**config.mk**
```make
export PLATFORM = sky130hd
export DESIGN_NAME = motoro3_pwm_monitor_flat
export DESIGN_NICKNAME = d
export VERILOG_FILES = /design/src/rtl/motoro3_pwm_monitor_pkg.sv /design/src/rtl/motoro3_pwm_monitor_if.sv /design/src/rtl/motoro3_pwm_monitor_pulse_meter.sv /design/src/rtl/motoro3_pwm_monitor.sv /design/src/flat_wrapper.sv
export SDC_FILE = /design/constraint.sdc
export NUM_CORES = 1
export LEC_CHECK = 0
export ABC_AREA = 1
export BUFFER_PORTS_ARGS = -buffer_cell sky130_fd_sc_hd__buf_2
export CORE_MARGIN = 10
export CORE_UTILIZATION = 50
export DETAILED_ROUTE_END_ITERATION = 7
export PLACE_DENSITY_LB_ADDON = 0.1
export SYNTH_ARGS = -nofsm -noshare
export SYNTH_HDL_FRONTEND = slang
export SYNTH_SLANG_ARGS = --single-unit
```
**constraint.sdc**
```tcl
create_clock -name clk -period 4.4 [get_ports clk]
set_input_delay 0.22 -clock clk [delete_from_list [all_inputs] [get_ports clk]]
set_output_delay 0.22 -clock clk [all_outputs]
set_load 0.01 [all_outputs]
```
**src/rtl/motoro3_pwm_monitor_pkg.sv**
```systemverilog
// Shared types and constants for the motoro3 PWM monitor.
package motoro3_pkg;

  typedef enum logic [1:0] {
    S_LOW   = 2'd0,
    S_HIGH  = 2'd1,
    S_STUCK = 2'd2
  } pulse_state_e;

  localparam logic [11:0] PWM_MIN_NOMINAL = 12'd32;
  localparam logic [11:0] PWM_PERIOD_MAX  = 12'hFFF;

endpackage

```
**src/rtl/motoro3_pwm_monitor_if.sv**
```systemverilog
// Stimulus and report bundle between the PWM monitor and its surroundings.
interface motoro3_pwm_monitor_if #(
  parameter int CNT_W = 12
);
  logic             pwm;
  logic             winEnd;
  logic [11:0]      pwmMinMask;
  logic [15:0]      posACCwant;
  logic             stuckClr;
  logic [15:0]      pulseWidth;
  logic             pulseValid;
  logic             pulseShort;
  logic [15:0]      onTimeSum;
  logic [CNT_W-1:0] pulseCnt;
  logic [7:0]       shortCnt;
  logic [16:0]      errDelta;
  logic             winValid;
  logic             stuckHigh;

  modport master (
    output pwm, winEnd, pwmMinMask, posACCwant, stuckClr,
    input  pulseWidth, pulseValid, pulseShort, onTimeSum, pulseCnt,
           shortCnt, errDelta, winValid, stuckHigh
  );

  modport slave (
    input  pwm, winEnd, pwmMinMask, posACCwant, stuckClr,
    output pulseWidth, pulseValid, pulseShort, onTimeSum, pulseCnt,
           shortCnt, errDelta, winValid, stuckHigh
  );
endinterface

```
**src/rtl/motoro3_pwm_monitor_pulse_meter.sv**
```systemverilog
// Edge detection, pulse-state machine and width counter for one PWM line.
module motoro3_pulse_meter
  import motoro3_pkg::*;
#(
  parameter int STUCK_LIMIT = 4095
) (
  input  logic        clk,
  input  logic        rst,
  input  logic        pwm_i,
  input  logic [11:0] min_mask_i,
  input  logic        stuck_clr_i,
  output logic        fall_o,
  output logic        short_o,
  output logic [15:0] pulse_width_o,
  output logic        pulse_valid_o,
  output logic        pulse_short_o,
  output logic        stuck_high_o
);

  pulse_state_e state_q, state_d;
  logic [15:0]  width_q, width_d;
  logic         pwm_d_q;
  logic         rise, fall, short_fall, stuck_set;
  logic [15:0]  pulse_width_q;
  logic         pulse_valid_q, pulse_short_q, stuck_high_q;

  function automatic logic [15:0] sat_inc16(input logic [15:0] v);
    return (v == 16'hFFFF) ? v : v + 16'd1;
  endfunction

  assign rise       = pwm_i & ~pwm_d_q;
  assign fall       = ~pwm_i & pwm_d_q & (state_q != S_LOW);
  assign short_fall = fall & (width_q < {4'd0, min_mask_i});

  always_comb begin
    state_d   = state_q;
    width_d   = width_q;
    stuck_set = 1'b0;
    case (state_q)
      S_LOW: begin
        if (rise) begin
          state_d = S_HIGH;
          width_d = 16'd1;
        end
      end
      S_HIGH: begin
        if (fall) begin
          state_d = S_LOW;
        end else begin
          width_d = sat_inc16(width_q);
          if (width_d >= 16'(STUCK_LIMIT)) begin
            state_d   = S_STUCK;
            stuck_set = 1'b1;
          end
        end
      end
      S_STUCK: begin
        if (fall) state_d = S_LOW;
        else      width_d = sat_inc16(width_q);
      end
      default: state_d = S_LOW;
    endcase
  end

  always_ff @(posedge clk) begin
    if (rst) begin
      state_q       <= S_LOW;
      width_q       <= '0;
      pwm_d_q       <= 1'b0;
      pulse_width_q <= '0;
      pulse_valid_q <= 1'b0;
      pulse_short_q <= 1'b0;
      stuck_high_q  <= 1'b0;
    end else begin
      state_q       <= state_d;
      width_q       <= width_d;
      pwm_d_q       <= pwm_i;
      pulse_valid_q <= fall;
      pulse_short_q <= short_fall;
      if (fall) pulse_width_q <= width_q;
      // A new stuck event beats a simultaneous clear.
      stuck_high_q  <= stuck_set | (stuck_high_q & ~stuck_clr_i);
    end
  end

  assign fall_o        = fall;
  assign short_o       = short_fall;
  assign pulse_width_o = pulse_width_q;
  assign pulse_valid_o = pulse_valid_q;
  assign pulse_short_o = pulse_short_q;
  assign stuck_high_o  = stuck_high_q;

endmodule

```
**src/rtl/motoro3_pwm_monitor.sv**
```systemverilog
// PWM receive-side monitor: pulse widths, short-pulse counts and per-window on-time report.
// Define MOTORO3_PWM_MON_SYNC_EN to put a 2-flop synchronizer on pwm (winEnd delayed to match).
module motoro3_pwm_monitor
  import motoro3_pkg::*;
#(
  parameter int STUCK_LIMIT = int'(PWM_PERIOD_MAX),
  parameter int CNT_W       = 12
) (
  input logic                  clk,
  input logic                  rst,
  motoro3_pwm_monitor_if.slave bus
);

  logic        pwm_s, win_end_s;
  logic [15:0] want_s;

`ifdef MOTORO3_PWM_MON_SYNC_EN
  logic [1:0]  pwm_sync_q, win_sync_q;
  logic [15:0] want_p1_q, want_p2_q;

  always_ff @(posedge clk) begin
    if (rst) begin
      pwm_sync_q <= '0;
      win_sync_q <= '0;
      want_p1_q  <= '0;
      want_p2_q  <= '0;
    end else begin
      pwm_sync_q <= {pwm_sync_q[0], bus.pwm};
      win_sync_q <= {win_sync_q[0], bus.winEnd};
      want_p1_q  <= bus.posACCwant;
      want_p2_q  <= want_p1_q;
    end
  end

  assign pwm_s     = pwm_sync_q[1];
  assign win_end_s = win_sync_q[1];
  assign want_s    = want_p2_q;
`else
  assign pwm_s     = bus.pwm;
  assign win_end_s = bus.winEnd;
  assign want_s    = bus.posACCwant;
`endif

  logic fall, short_fall;

  motoro3_pulse_meter #(
    .STUCK_LIMIT(STUCK_LIMIT)
  ) u_meter (
    .clk          (clk),
    .rst          (rst),
    .pwm_i        (pwm_s),
    .min_mask_i   (bus.pwmMinMask),
    .stuck_clr_i  (bus.stuckClr),
    .fall_o       (fall),
    .short_o      (short_fall),
    .pulse_width_o(bus.pulseWidth),
    .pulse_valid_o(bus.pulseValid),
    .pulse_short_o(bus.pulseShort),
    .stuck_high_o (bus.stuckHigh)
  );

  function automatic logic [15:0] sat_inc16(input logic [15:0] v);
    return (v == 16'hFFFF) ? v : v + 16'd1;
  endfunction

  function automatic logic [CNT_W-1:0] sat_inc_cnt(input logic [CNT_W-1:0] v);
    return (&v) ? v : v + {{(CNT_W-1){1'b0}}, 1'b1};
  endfunction

  function automatic logic [7:0] sat_inc8(input logic [7:0] v);
    return (v == 8'hFF) ? v : v + 8'd1;
  endfunction

  logic [15:0]        on_acc_q, on_acc_d, on_total;
  logic [CNT_W-1:0]   pulse_acc_q, pulse_acc_d, pulse_total;
  logic [7:0]         short_acc_q, short_acc_d, short_total;
  logic signed [16:0] err_d, err_q;
  logic [15:0]        on_sum_q;
  logic [CNT_W-1:0]   pulse_cnt_q;
  logic [7:0]         short_cnt_q;
  logic               win_valid_q;

  // Totals include this cycle so the window-end sample lands in the closing window.
  always_comb begin
    on_total    = pwm_s      ? sat_inc16(on_acc_q)      : on_acc_q;
    pulse_total = fall       ? sat_inc_cnt(pulse_acc_q) : pulse_acc_q;
    short_total = short_fall ? sat_inc8(short_acc_q)    : short_acc_q;
    err_d       = $signed({1'b0, on_total}) - $signed({1'b0, want_s});
    on_acc_d    = win_end_s ? '0 : on_total;
    pulse_acc_d = win_end_s ? '0 : pulse_total;
    short_acc_d = win_end_s ? '0 : short_total;
  end

  always_ff @(posedge clk) begin
    if (rst) begin
      on_acc_q    <= '0;
      pulse_acc_q <= '0;
      short_acc_q <= '0;
      on_sum_q    <= '0;
      pulse_cnt_q <= '0;
      short_cnt_q <= '0;
      err_q       <= '0;
      win_valid_q <= 1'b0;
    end else begin
      on_acc_q    <= on_acc_d;
      pulse_acc_q <= pulse_acc_d;
      short_acc_q <= short_acc_d;
      win_valid_q <= win_end_s;
      if (win_end_s) begin
        on_sum_q    <= on_total;
        pulse_cnt_q <= pulse_total;
        short_cnt_q <= short_total;
        err_q       <= err_d;
      end
    end
  end

  assign bus.onTimeSum = on_sum_q;
  assign bus.pulseCnt  = pulse_cnt_q;
  assign bus.shortCnt  = short_cnt_q;
  assign bus.errDelta  = err_q;
  assign bus.winValid  = win_valid_q;

endmodule

```
**src/flat_wrapper.sv**
```systemverilog
// flat-port wrapper written by rule: the top's interface ports become plain ports
module motoro3_pwm_monitor_flat import motoro3_pkg::*;
#(
  parameter int STUCK_LIMIT = int'(PWM_PERIOD_MAX),
  parameter int CNT_W       = 12
)
  (clk, rst, bus_pwm, bus_winEnd, bus_pwmMinMask, bus_posACCwant, bus_stuckClr, bus_pulseWidth, bus_pulseValid, bus_pulseShort, bus_onTimeSum, bus_pulseCnt, bus_shortCnt, bus_errDelta, bus_winValid, bus_stuckHigh);
  motoro3_pwm_monitor_if #(.CNT_W(CNT_W)) bus_i ();
  input logic clk;
  input logic rst;
  input wire logic [$bits(bus_i.pwm)-1:0] bus_pwm;
  input wire logic [$bits(bus_i.winEnd)-1:0] bus_winEnd;
  input wire logic [$bits(bus_i.pwmMinMask)-1:0] bus_pwmMinMask;
  input wire logic [$bits(bus_i.posACCwant)-1:0] bus_posACCwant;
  input wire logic [$bits(bus_i.stuckClr)-1:0] bus_stuckClr;
  output wire logic [$bits(bus_i.pulseWidth)-1:0] bus_pulseWidth;
  output wire logic [$bits(bus_i.pulseValid)-1:0] bus_pulseValid;
  output wire logic [$bits(bus_i.pulseShort)-1:0] bus_pulseShort;
  output wire logic [$bits(bus_i.onTimeSum)-1:0] bus_onTimeSum;
  output wire logic [$bits(bus_i.pulseCnt)-1:0] bus_pulseCnt;
  output wire logic [$bits(bus_i.shortCnt)-1:0] bus_shortCnt;
  output wire logic [$bits(bus_i.errDelta)-1:0] bus_errDelta;
  output wire logic [$bits(bus_i.winValid)-1:0] bus_winValid;
  output wire logic [$bits(bus_i.stuckHigh)-1:0] bus_stuckHigh;
  assign bus_i.pwm = bus_pwm;
  assign bus_i.winEnd = bus_winEnd;
  assign bus_i.pwmMinMask = bus_pwmMinMask;
  assign bus_i.posACCwant = bus_posACCwant;
  assign bus_i.stuckClr = bus_stuckClr;
  assign bus_pulseWidth = bus_i.pulseWidth;
  assign bus_pulseValid = bus_i.pulseValid;
  assign bus_pulseShort = bus_i.pulseShort;
  assign bus_onTimeSum = bus_i.onTimeSum;
  assign bus_pulseCnt = bus_i.pulseCnt;
  assign bus_shortCnt = bus_i.shortCnt;
  assign bus_errDelta = bus_i.errDelta;
  assign bus_winValid = bus_i.winValid;
  assign bus_stuckHigh = bus_i.stuckHigh;
  motoro3_pwm_monitor #(.STUCK_LIMIT(STUCK_LIMIT), .CNT_W(CNT_W)) u_core (.clk(clk), .rst(rst), .bus(bus_i));
endmodule
```
==> results of run 1 <==
==> cell type report <==
class	count	area share [%]
Multi-Input combinational cell	657	44.3
Sequential cell	128	32.8
Timing Repair Buffer	108	7.01
Clock buffer	26	6.52
Inverter	123	5.91
Tap cell	172	2.75
Clock inverter	5	0.672
Antenna cell	1	0.0320
==> how the worst max path moves through the flow <==
stage | from | endpoint | slack (ns) | depth (start not counted)
after global placement | u_core.on_acc_q[0] | u_core.bus.errDelta[12] | 0.72 | 22
after CTS | u_core.on_acc_q[0] | u_core.bus.errDelta[12] | 0.51 | 23
after global routing | u_core.on_acc_q[0] | u_core.bus.errDelta[12] | 0.08 | 22
final | u_core.on_acc_q[0] | u_core.bus.errDelta[12] | 0.71 | 22
after floorplan | u_core.on_acc_q[0] | u_core.bus.errDelta[12] | 1.16 | 23
after detailed placement | u_core.on_acc_q[0] | u_core.bus.errDelta[12] | 0.54 | 22
==> cell families after synthesis <==
family,Yosys count,synth area share [%]
and+or+nand+nor,445,28.9
buffers and inverters,150,8.87
AOI/OAI and AO/OA,144,12.1
DFF,128,38.8
adders and majority gates,35,6.75
xor gates and xnor gates,31,4.23
muxes,2,0.322
==> flip-flops by register name, summed over array words and instances (netlist names) <==
register and flops:
u_core.pulse_acc_q 12, u_core.short_acc_q 8, u_core.u_meter.width_q 16, u_core.bus.errDelta 17, u_core.bus.pulseCnt 12, u_core.u_meter.pulse_width_o 16, u_core.on_acc_q 16, u_core.bus.shortCnt 8
u_core.bus.onTimeSum 16, u_core.u_meter.pulse_short_o 1, u_core.u_meter.pwm_d_q 1, u_core.u_meter.pulse_valid_o 1, u_core.u_meter.state_q 2, u_core.u_meter.stuck_high_o 1, u_core.bus.winValid 1
==> power breakdown <==
part	leakage (nW)	internal, mW	switching [mW]
clock network	0.276	0.845	0.491
registers	1.04	1.18	0.0120
logic	2.42	0.0617	0.124
total	3.73	2.09	0.627
==> stage by stage <==
| stage | hold WS [ns] | cell area, um2 | instances | util [%] |
|---|---|---|---|---|
| 2_1_floorplan | 0.363 | 6600 | 935 | - |
| 4_1_cts | 0.0402 | 7810 | 1219 | 61.1 |
| 5_1_grt | 0.0746 | 7810 | 1219 | 61.2 |
| 3_5_place_dp | 0.435 | 7250 | 1188 | 56.7 |
| 6_report | 0.0587 | 7820 | 1220 | 61.2 |
| 3_3_place_gp | 0.431 | 7250 | 1188 | 56.7 |
==> layer usage <==
metal	track usage [%]	vias to the layer above	wire (um)
met5	0	-	0
met4	5.80	0	183
met3	5.60	17	799
met2	29.7	94	7420
met1	22.0	2727	7450
li1	-	3199	-
==> cell usage in the layout (no fill, tap or decap), drive strengths merged, types with 2 or more instances in the layout <==
master / count
a21boi: 2
clkbuf: 26
buf: 108
o31ai: 2
xnor2: 10
or2: 4
dfxtp: 128
ha: 34
xor2: 21
a32o: 3
o21bai: 2
nand3: 52
nor4: 7
inv: 121
clkinv: 5
nand2: 272
o21ai: 63
a21oi: 66
nor3: 10
nand4: 11
nor2: 88
==> worst reg2reg max path, stage by stage (launching register included) <==
cell      delay [ns]
dfxtp_1         0.36
ha_1            0.16
inv_1           0.04
nor3_1          0.24
nand2_1         0.17
nor2_2          0.19
nand3_1         0.14
nand2_2         0.21
xor2_1          0.25
ha_1            0.18
inv_1           0.06
fa_1            0.40
nand3_1         0.09
nand3_1         0.08
inv_1           0.09
nor2_1          0.04
nor2_1          0.15
o21ai_0         0.15
a21boi_1        0.21
o21ai_0         0.14
nand2_1         0.09
nand2_1         0.04
o21ai_0         0.13
==> repair_timing <==
item,4_1_cts,5_1_grt
setup endpoints to repair,0,2
hold buffers,0,0
buffers inserted,0,0
gates resized for setup,0,2
endpoints found under the hold margin,0,0
==> impl_metrics.py, run 1 <==
metrics = {
    "status": {
        "status": "complete, no violations",
    },
    "placement": {
        "place_ws_ns": 0.535,
        "place_congestion": 0.907,
        "port_buffers": 105,
        "dp_hpwl_um": 11400,
    },
    "floorplanning": {
        "core_um2": 12800,
        "fp-row-count": 41,
        "dieWidth_um": 135,
        "start_util_pct": 51.7,
        "die_h_um": 135,
        "die-area_um2": 18200,
        "io_pins": 106,
    },
    "global_routing": {
        "grt_overflow": 0,
        "grt_max_degree": 53,
        "track_usage_pct": 18.1,
        "first_global_vias": 5828,
        "antenna_found_initial": 1,
        "grt_pass1_wl_um": 27400,
    },
    "cts": {
        "clock_latency_ns": 0.42,
        "h-tree-depth": 4,
        "cts_tree": "yes",
        "clk_path_buf_depth": 2,
        "cts_buffers": 17,
        "clock-sinks": 128,
        "clk_pin_slew_ns": 0.05,
        "cts-root-buf": "clkbuf_16",
    },
    "worst_hold_path": {
        "hp-class": "input pin to register",
        "whs_endpoint": "u_core.u_meter.stuck_high_o",
        "holdPathStages": 4,
        "min_from": "bus_stuckClr",
    },
    "sta": {
        "slew_headroom_pct": 26.9,
        "finalSetupViolCount": 0,
        "tns_ns": 0,
        "fmax_mhz": 271,
        "fin_ws_ns": 0.709,
        "fin_skew_ns": 0.00695,
        "period_minus_slack_ns": 3.69,
        "maxSlewViolCount": 0,
        "worst_pin_slew_ns": 1.09,
        "rsz0062_at_grt": "no",
        "period_share_pct": 83.9,
        "finalHoldViolations": 0,
    },
    "synth": {
        "synth_cell_types": 46,
        "synth_top_cells_by_area": "dfxtp_1, nand2_1, inv_1",
        "synth-seq-cells": 128,
        "seq_area_frac_synth_pct": 38.8,
        "syn-num-nets": 1003,
        "yosysTopAreaCell": "dfxtp_1",
        "yosysTopAreaCellShare_pct": 38.8,
        "synth_area_um2": 6600,
        "yosys_warnings": 0,
        "yosysMostFrequentCell": "nand2_1",
        "async_flop_share_pct": 0,
        "syn_inst": 935,
        "synth_common_cells": "nand2_1, dfxtp_1, inv_1, nor2_1, a21oi_1",
        "synth_edf_count": 0,
        "syn_area_per_cell_um2": 7.06,
        "synthFlopType": "dfxtp_1",
    },
    "critical_path": {
        "critPathTopFamily": "simple AND/OR/NAND/NOR gates",
        "timing.rr.end": "u_core.bus.errDelta[12]",
        "start_kind": "register",
        "crit_slowest_cell": "fa_1",
        "crit_chain": "ha_1 -> inv_1 -> nor3_1 -> nand2_1 -> nor2_2 -> nand3_1 -> nand2_2 -> xor2_1 -> ha_1 -> inv_1 -> fa_1 -> nand3_1 -> nand3_1 -> inv_1 -> nor2_1 -> nor2_1 -> o21ai_0 -> a21boi_1 -> o21ai_0 -> nand2_1 -> nand2_1 -> o21ai_0",
        "critPathBufInv": 3,
        "regToRegStartpoint": "u_core.on_acc_q[0]",
        "r2r_setup_slack_ns": 0.71,
        "critPathMaxFanout": 11,
        "crit_type": "register to register",
        "cp_slowest_stage_delay_ns": 0.40,
        "cp-end-kind": "register",
        "worstPathRequired_ns": 4.75,
        "ff2ff_path_depth": 22,
        "arrival_ns": 4.04,
    },
    "route": {
        "dr.first_iter.drc_count": 383,
        "routed_via_density": 4.95,
        "wl_per_cell_um": 13.0,
        "vias": 6037,
        "drc": 0,
        "totalWireLength_um": 15900,
        "first_pass_iters": 4,
        "ant_nets": 0,
    },
    "finish": {
        "nFillCells": 1245,
        "areaGrowthSynthToFinish_pct": 18.4,
        "layout.area.seq_um2": 2560,
        "fin_nets": 1103,
        "drive_gt1_share_pct": 16.0,
        "multiInputGateArea_um2": 3460,
    },
    "pwr": {
        "p_per_area_nw_per_um2": 347,
        "leakage_nw": 3.73,
        "power.total_mw": 2.71,
        "ir_drop_uv": 216,
    },
    "run": {
        "drv_cap": 0,
    },
}
Power figures use the tool's default switching activity.
==> run 2: changes to the inputs <==
- clock period: 4.4 -> 3.24 ns (I/O delays scaled with it)
==> run 2 against run 1 <==
Effect of this change: clock power is 48% higher; fmax is 22% higher; largest power group unchanged; largest cell class unchanged; worst setup slack worse by 0.49 ns.
==> impl_metrics.py, run 2 (same netlist as run 1, synthesis figures left out) <==
metrics = {
    "pwr": {
        "internal_power_mw": 2.95,
        "switchingPower_mw": 0.925,
        "p_sw_share_pct": 23.9,
        "p_clk_share_pct": 51.2,
        "p_per_area_nw_per_um2": 474,
        "leakage_nw": 3.89,
        "p_comb_share_pct": 7.1,
        "ir_drop_uv": 345,
        "power_frac_seq_pct": 41.8,
    },
    "worst_hold_path": {
        "min_from": "bus_stuckClr",
        "holdPathStages": 4,
        "whs_endpoint": "u_core.u_meter.stuck_high_o",
        "hp-class": "input pin to register",
    },
    "route": {
        "wl_per_cell_um": 13.1,
        "dr.first_iter.drc_count": 245,
        "ant_nets": 0,
        "first_pass_iters": 5,
        "drc": 0,
        "routed_via_density": 4.94,
        "vias": 6186,
        "totalWireLength_um": 16400,
    },
    "cts": {
        "cts_buffers": 17,
        "clock-sinks": 128,
        "clock_latency_ns": 0.42,
        "clk_path_buf_depth": 2,
        "cts_tree": "yes",
        "holdBufCountCts": 0,
        "clk_pin_slew_ns": 0.06,
        "cts-root-buf": "clkbuf_16",
        "h-tree-depth": 4,
    },
    "critical_path": {
        "crit_type": "register to register",
        "regToRegStartpoint": "u_core.on_acc_q[1]",
        "start_kind": "register",
        "critPathMaxFanout": 4,
        "timing.rr.end": "u_core.bus.errDelta[8]",
        "r2r_setup_slack_ns": 0.22,
        "cp-end-kind": "register",
        "ff2ff_path_depth": 19,
        "worstPathRequired_ns": 3.56,
        "arrival_ns": 3.34,
    },
    "finish": {
        "multiInputGateArea_um2": 3530,
        "drive_gt1_share_pct": 20.1,
        "largest_register_ffs": 17,
        "nFillCells": 1199,
        "areaGrowthSynthToFinish_pct": 23.7,
        "final_cell_mix": "nand2_1, dfxtp_1, inv_1",
        "stdcell_count": 1252,
        "fin_nets": 1134,
        "layout.area.seq_um2": 2560,
        "final_common_cell": "nand2_1",
    },
    "sta": {
        "fin_skew_ns": 0.00814,
        "finalSetupViolCount": 0,
        "period_minus_slack_ns": 3.02,
        "holdWs_ns": 0.0230,
        "slew_headroom_pct": 46.4,
        "fin_ws_ns": 0.217,
        "fmax_mhz": 331,
        "period_share_pct": 93.3,
        "maxSlewViolCount": 0,
        "tns_ns": 0,
        "finalHoldViolations": 0,
        "worst_pin_slew_ns": 0.804,
    },
    "global_routing": {
        "antenna_found_initial": 1,
        "grt_pass1_wl_um": 27800,
        "grt_max_degree": 53,
        "grt_overflow": 0,
        "first_global_vias": 5947,
        "track_usage_pct": 18.4,
    },
    "placement": {
        "dp_cells": 1217,
        "port_buffers": 105,
        "place_congestion": 0.887,
        "dp_hpwl_um": 11900,
        "place_ws_ns": -0.169,
    },
    "run": {
        "drv_cap": 0,
    },
    "floorplanning": {
        "die_h_um": 135,
        "dieWidth_um": 135,
        "io_pins": 106,
        "fp-row-count": 41,
        "die-area_um2": 18200,
        "core_um2": 12800,
        "start_util_pct": 51.7,
    },
    "status": {
        "status": "complete, no violations",
    },
}
## run 2: metal layers
metal / share of wire, % / vias up / track usage, %
met2: 46 / 127 / 29.3
met1: 47 / 2780 / 22.6
met3: 5.1 / 28 / 5.68
met5: 0 / - / 0
li1: - / 3251 / -
met4: 1.7 / 0 / 7.62
## run 2: worst max-delay path, cell delays in order (launching register included)
cell and delay (ns):
dfxtp_2 0.34, ha_1 0.14, inv_1 0.06, nor3_2 0.12, nand2_1 0.10, nor2_2 0.12
nand3_2 0.11, nand2_4 0.12, xor2_2 0.16, ha_1 0.16, inv_1 0.06, fa_1 0.38
nand3_1 0.08, nand3_1 0.08, inv_1 0.08, nor2_1 0.05, nor2_2 0.16, o21ai_2 0.09
or2_2 0.28, a32o_1 0.22
## run 2: metrics by stage
stage	total power, mW	util, %	area (um2)
after CTS	3.91	63.3	8090
after floorplan	1.82	-	6600
final	3.87	63.9	8170
after detailed placement	1.92	58.4	7470
after global placement	1.92	58.4	7470
after global routing	4.02	63.9	8170
## run 2: final cells by class
type                       instances  area share [%]
multi-input combinational        657            43.2
inverter                         123            5.65
clock buffer                      19            5.55
tap                              172            2.64
clock inverter                    13            1.96
antenna                            1          0.0306
timing repair buffer             139            9.56
sequential                       128            31.4
## run 2: worst max-delay path by stage
| stage | cells after the start | to | slack, ns | startpoint |
|---|---|---|---|---|
| 2_1_floorplan | 23 | u_core.bus.errDelta[12] | 0.003 | u_core.on_acc_q[0] |
| 3_3_place_gp | 21 | u_core.bus.errDelta[13] | -0.07 | u_core.on_acc_q[1] |
| 3_5_place_dp | 21 | u_core.bus.errDelta[13] | -0.17 | u_core.on_acc_q[1] |
| 4_1_cts | 22 | u_core.bus.errDelta[12] | 0.005 | u_core.on_acc_q[1] |
| 5_1_grt | 23 | u_core.bus.errDelta[12] | -0.05 | u_core.on_acc_q[0] |
| 6_report | 19 | u_core.bus.errDelta[8] | 0.22 | u_core.on_acc_q[1] |
## run 2: timing repair
item | CTS | global route
gates resized for setup | 6 | 20
endpoints found under the setup margin | 8 | 10
pin swaps | 0 | 9
setup buffers | 0 | 2
## run 2: power groups by stage
stage	combinational (mW)	clock, mW	sequential (mW)
2_1_floorplan	0.161	0	1.66
3_3_place_gp	0.268	0	1.65
3_5_place_dp	0.270	0	1.65
4_1_cts	0.273	2.02	1.62
5_1_grt	0.308	2.09	1.62
6_report	0.273	1.98	1.62
